===== src/rtl/branch_ctrl_unit.sv =====
// -----------------------------------------------------------------------------
// branch_ctrl_unit
//   EX-stage branch/jump resolution controller. When a taken branch or jump
//   resolves in IDLE, the controller captures the target and walks through
//   REDIRECT (1 cycle, PC select + flushes) and FLUSH (FLUSH_CYCLES-1 unstalled
//   cycles, flushes only) before returning to IDLE. Instructions seen outside
//   IDLE are wrong-path and ignored. Two saturating statistics counters track
//   resolved and taken control-flow instructions.
//
// Ports
//   clk_i            clock, rising edge
//   rst_i            asynchronous active-high reset
//   Valid_i          EX instruction valid
//   Branch_Signal_i  EX instruction is a conditional branch
//   Jump_i           EX instruction is an unconditional jump
//   Zero_i           ALU zero flag
//   Funct3_i         branch funct3 (bit 0: BEQ=0 / BNE=1)
//   Target_i         resolved target address
//   Stall_i          pipeline stall, freezes the controller
//   Clr_Count_i      synchronous clear of both counters
//   PCSrc_o          select Target_o as next PC
//   Target_o         registered redirect address
//   Flush_IFID_o     flush IF/ID
//   Flush_IDEX_o     flush ID/EX
//   Busy_o           controller not in IDLE
//   Branch_Count_o   resolved branch+jump count (saturating)
//   Taken_Count_o    taken branch+jump count (saturating)
// -----------------------------------------------------------------------------
module branch_ctrl_unit #(
  parameter int unsigned FLUSH_CYCLES = 2,
  parameter int unsigned CNT_W        = 16
) (
  input  logic             clk_i,
  input  logic             rst_i,
  input  logic             Valid_i,
  input  logic             Branch_Signal_i,
  input  logic             Jump_i,
  input  logic             Zero_i,
  input  logic [2:0]       Funct3_i,
  input  logic [31:0]      Target_i,
  input  logic             Stall_i,
  input  logic             Clr_Count_i,
  output logic             PCSrc_o,
  output logic [31:0]      Target_o,
  output logic             Flush_IFID_o,
  output logic             Flush_IDEX_o,
  output logic             Busy_o,
  output logic [CNT_W-1:0] Branch_Count_o,
  output logic [CNT_W-1:0] Taken_Count_o
);

  typedef enum logic [1:0] {
    IDLE     = 2'd0,
    REDIRECT = 2'd1,
    FLUSH    = 2'd2
  } state_t;

  localparam logic [2:0]       FLUSH_LOAD = 3'(FLUSH_CYCLES - 1);
  localparam logic [CNT_W-1:0] CNT_MAX    = '1;

  state_t           state_q, state_d;
  logic [2:0]       cnt_q, cnt_d;
  logic [31:0]      target_q, target_d;
  logic             pcsrc_q, pcsrc_d;
  logic             busy_q, busy_d;
  logic [CNT_W-1:0] bcnt_q, bcnt_d;
  logic [CNT_W-1:0] tcnt_q, tcnt_d;

  logic is_cf;
  logic taken;
  logic accept;

  assign is_cf  = Valid_i & (Branch_Signal_i | Jump_i);
  // A jump is always taken; a branch is taken when zero disagrees with BNE.
  assign taken  = Valid_i & (Jump_i | (Branch_Signal_i & (Zero_i ^ Funct3_i[0])));
  // Only IDLE, unstalled cycles resolve instructions; others are wrong-path.
  assign accept = (state_q == IDLE) & ~Stall_i;

  // NOTE: every signal driven here gets a default first, so no path leaves it
  // unassigned and no latch is inferred.
  always_comb begin
    state_d  = state_q;
    cnt_d    = cnt_q;
    target_d = target_q;
    unique case (state_q)
      IDLE: begin
        if (taken && !Stall_i) begin
          target_d = Target_i;
          state_d  = REDIRECT;
        end
      end
      REDIRECT: begin
        if (!Stall_i) begin
          if (FLUSH_CYCLES > 1) begin
            state_d = FLUSH;
            cnt_d   = FLUSH_LOAD;
          end else begin
            state_d = IDLE;
          end
        end
      end
      FLUSH: begin
        if (!Stall_i) begin
          // Leave on the cycle the remaining count reaches zero.
          if (cnt_q <= 3'd1) begin
            cnt_d   = 3'd0;
            state_d = IDLE;
          end else begin
            cnt_d = cnt_q - 3'd1;
          end
        end
      end
      default: begin
        state_d = IDLE;
        cnt_d   = 3'd0;
      end
    endcase

    // Outputs are decoded from the next state and registered, so they change
    // together with the state and never follow inputs combinationally.
    pcsrc_d = (state_d == REDIRECT);
    busy_d  = (state_d != IDLE);
  end

  // Clear has priority over increment; increments stop at all-ones.
  always_comb begin
    bcnt_d = bcnt_q;
    tcnt_d = tcnt_q;
    if (Clr_Count_i) begin
      bcnt_d = '0;
      tcnt_d = '0;
    end else if (accept) begin
      if (is_cf && (bcnt_q != CNT_MAX)) bcnt_d = bcnt_q + 1'b1;
      if (taken && (tcnt_q != CNT_MAX)) tcnt_d = tcnt_q + 1'b1;
    end
  end

  // NOTE: state registers use non-blocking assignments so every flop samples
  // pre-edge values regardless of block ordering.
  always_ff @(posedge clk_i or posedge rst_i) begin
    if (rst_i) begin
      state_q  <= IDLE;
      cnt_q    <= 3'd0;
      target_q <= 32'h0;
      pcsrc_q  <= 1'b0;
      busy_q   <= 1'b0;
      bcnt_q   <= '0;
      tcnt_q   <= '0;
    end else begin
      state_q  <= state_d;
      cnt_q    <= cnt_d;
      target_q <= target_d;
      pcsrc_q  <= pcsrc_d;
      busy_q   <= busy_d;
      bcnt_q   <= bcnt_d;
      tcnt_q   <= tcnt_d;
    end
  end

  assign PCSrc_o        = pcsrc_q;
  assign Target_o       = target_q;
  assign Flush_IFID_o   = busy_q;
  assign Flush_IDEX_o   = busy_q;
  assign Busy_o         = busy_q;
  assign Branch_Count_o = bcnt_q;
  assign Taken_Count_o  = tcnt_q;

endmodule


===== config.mk =====
export PLATFORM = sky130hd
export DESIGN_NAME = branch_ctrl_unit
export DESIGN_NICKNAME = d
export VERILOG_FILES = /design/src/rtl/branch_ctrl_unit.sv
export SDC_FILE = /design/constraint.sdc
export NUM_CORES = 1
export LEC_CHECK = 0
export CORE_MARGIN = 3
export CORE_UTILIZATION = 50
export CTS_CLUSTER_SIZE = 30
export DETAILED_ROUTE_END_ITERATION = 6
export GPL_ROUTABILITY_DRIVEN = 0
export GPL_TIMING_DRIVEN = 0
export PLACE_DENSITY = 0.86
export SYNTH_ARGS = -nofsm -noshare
export SYNTH_HDL_FRONTEND = slang
export SYNTH_SLANG_ARGS = --single-unit
export TNS_END_PERCENT = 100

===== constraint.sdc =====
create_clock -name clk_i -period 4.3 [get_ports clk_i]
set_input_delay 0.645 -clock clk_i [delete_from_list [all_inputs] [get_ports clk_i]]
set_output_delay 0.645 -clock clk_i [all_outputs]
set_load 0.01 [all_outputs]

==> key figures <==
Pwr
  • Power per cell area: 504 nW/µm²
  • Int Pwr: 1.74 mW
  • Peak VDD IR: roughly 0.33 mV
  • Sw Pwr: 0.699 mW
  • Seq pwr share: 38.5%
  • Leak: between 1.5 and 2 nW
  • Switch share: roughly 29%
  • Total Power: 2.44 mW
  • Logic pwr share: roughly a third
  • Clock power frac: a little over a quarter

STA
  • Min Clock Period, post-route: around 2600 ps
  • Worst slew pin tran: 856 ps
  • Max_slew headroom: 43.0%
  • Worst clock skew: about 13 ps
  • Fmax: between 300 and 400 MHz
  • Worst setup margin: roughly 1700 ps
  • RSZ-0062 raised after global routing: false
  • Final setup violation count: 0
  • Fraction of the cycle the final worst path needs: 61.3%
  • Setup tns final: 0 ps
  • Pins over their slew limit: 0
  • Hold Violations, Final: 0
  • WHS: between 500 and 600 ps

Logic synthesis
  • Syn Area/Cell: ~11 µm²
  • Yosys warns: 0
  • Share of the synthesized area in the top cell type: ~52%
  • Post-synth ARST share: 100%
  • Synth Register Bits: 71
  • Cell with the most instances after synthesis: dfrtp_1
  • Cell Area, Synth: ~3400 µm²
  • Syn Inst Count: 305
  • Unique masters post-synth: 49
  • Area contributors post-synth: dfrtp_1 52%, mux2_2 11%, xnor2_1 5.4%, nor2_1 3.6%, ha_1 2.9%
  • Top_reg_cell synth: dfrtp_1
  • Synth area leader: dfrtp_1
  • Commonest cells post-synth: 71 x dfrtp_1, 33 x nor2_1, 32 x mux2_2
  • Sequential-to-total area share from yosys stat: roughly 52%
  • EDFF count, synth: 0
  • Mapped Nets: 356

Finish
  • Design Area, Final: just under 5000 µm²
  • Share of cells above drive strength 1: around 15%
  • Fin util: about 74%
  • N_diodes: 0
  • # fillers: 453
  • Non-filler instance count after layout: roughly 500
  • Syn-to-layout area delta: 41.4%
  • Nets: 474

Detailed routing
  • Vias: 2739
  • Initial DRC count: 177
  • Routed length per instance: between 15 and 20 µm
  • Router iterations before antenna repair: 4
  • DRC: 0
  • Mean number of vias per cell: 5.42
  • Routed WL: between 8 and 9 mm
  • Antenna-violating nets left: 0

CTS
  • CTS Sinks: 71
  • Hold buffers post-CTS: 0
  • PostCTS Resize Cnt: 0
  • Clk Latency, worst-skew pair: between 300 and 400 ps
  • CTS root buf: clkbuf_8
  • Clock slew at reported path FFs: roughly 80 ps
  • Largest buffer count on any clock path: 2
  • Postcts setup bufs: 0
  • CTS buffer count: 9
  • H-tree depth reported by CTS: 3
  • CTS tree: yes

Setup path
  • Worst EP arrival: 2870 ps
  • R2R setup slack: 1880 ps
  • Worst Path Required: around 4500 ps
  • Type of origin of the critical path: input port
  • Worst R2R Path Depth: 7
  • Crit. End Element: flip-flop
  • Reg-to-Reg End: Target_o[3]
  • Worst Path Max Fanout: 10
  • Reg-to-Reg Start: state_q[0]
  • Setup Crit Path Kind: input port to flip-flop

GRT
  • Overflow after GRT: 0
  • First-pass GRT wire length: between 10 and 15 mm
  • GRT Total Usage: between 20% and 30%
  • Initial antenna violation count: 0
  • Vias in the first global route: 2745
  • Pin count of the biggest net entering global routing: 72

Placement
  • HPWL Detailed: 5.87 mm
  • Setup WS pre-CTS: about 1400 ps
  • Placed Instances: 489
  • Post-Place Cell Area: about 4600 µm²
  • Count of buffers from port buffering: ~110

Floorplanning
  • Site row count: 29
  • Die H: 88.7 µm
  • Die area: between 7000 and 8000 µm²
  • Width of the die: 88.7 µm
  • # IOs: ~110
  • CORE AREA: 6490 µm²
  • Starting Density: 52.6%

Status
  • Status: finished, final reports clean

Worst hold path
  • Hold path start: Target_o[6]
  • Hold WC Path Type: flip-flop to flip-flop
  • Hold path depth: 1
  • Hold EP: Target_o[6]

Flow run
  • Max-cap violations: 0
worst max-delay path by stage:
| stage | slack, ps | from | depth (start not counted) | to |
|---|---|---|---|---|
| global placement | 700 | rst_i | 2 | cnt_q[2] |
| finish | 1660 | Jump_i | 6 | Target_o[3] |
| detailed placement | 1350 | Jump_i | 6 | Target_o[0] |
| global route | 1560 | Stall_i | 6 | Target_o[5] |
| CTS | 1670 | Jump_i | 6 | Target_o[6] |
| floorplan | 1860 | rst_i | 1 | Branch_Count_o[0] |
worst max-delay path: stages:
cell and delay, ps:
clkdlybuf4s50_1 480, or2_2 350, o211ai_1 230, clkbuf_1 460
buf_2 340, mux2_2 360
placed cells by master, fill, tap and decap left out, types with 3 or more instances in the layout:
| cell | n |
|---|---|
| nor4_1 | 8 |
| clkbuf_1 | 9 |
| nand4_1 | 4 |
| inv_1 | 9 |
| clkbuf_8 | 10 |
| nand3_1 | 8 |
| clkdlybuf4s50_1 | 107 |
| bufinv_16 | 3 |
| nor3_1 | 5 |
| nand2_1 | 19 |
| a2111oi_0 | 3 |
| mux2i_1 | 3 |
| ha_1 | 8 |
| nor4b_1 | 3 |
| or4_1 | 3 |
| dfrtp_1 | 71 |
| mux2_2 | 32 |
| and3_1 | 3 |
| xnor2_1 | 21 |
| o21ai_0 | 10 |
| or3_1 | 3 |
| a21oi_1 | 10 |
| nor2_1 | 33 |
cell families (layout without fill, tap and decap cells):
| logic type | after synthesis | after routing | synth area share, % |
|---|---|---|---|
| muxes | 36 | 36 | 11.8 |
| adders and majority gates | 8 | 8 | 2.93 |
| and+or+nand+nor | 106 | 106 | 16.8 |
| AOI/OAI and AO/OA | 36 | 36 | 7.03 |
| DFF | 71 | 71 | 52.0 |
| buffers and inverters | 25 | 148 | 3.55 |
| xor gates and xnor gates | 23 | 23 | 5.90 |
flip-flops by register name (all words and copies together), names as in the netlist:
signal          count
Target_o           32
Branch_Count_o     16
Taken_Count_o      16
cnt_q               3
state_q             2
Busy_o              1
PCSrc_o             1
metal layers:
layer  part of all wire, %  GRT usage (%)  vias up
li1                      -              -     1323
met1                    41           27.4     1331
met2                    51           34.6       75
met3                   6.5           5.87       10
met4                   1.4           8.10        0
met5                     0              0        -
power by group through the flow:
stage / Sequential [mW] / Clock (mW) / Combinational [mW]
after global placement: 0.938 / 0 / 0.831
after CTS: 0.938 / 0.666 / 0.859
final: 0.937 / 0.651 / 0.848
after detailed placement: 0.951 / 0 / 0.852
after global routing: 0.963 / 0.693 / 0.916
after floorplan: 1.02 / 0 / 0.313
area by class of cell:
class | count | area [µm²] | share of cell area, %
Clock inverter | 7 | 120 | 2.49
Sequential cell | 71 | 1780 | 36.8
Tap cell | 77 | 96.3 | 1.99
Buffer | 15 | 83.8 | 1.74
Multi-Input combinational cell | 209 | 1520 | 31.4
Clock buffer | 9 | 124 | 2.56
Timing Repair Buffer | 107 | 1070 | 22.2
Inverter | 10 | 40.0 | 0.829
Power figures use the tool's default switching activity.
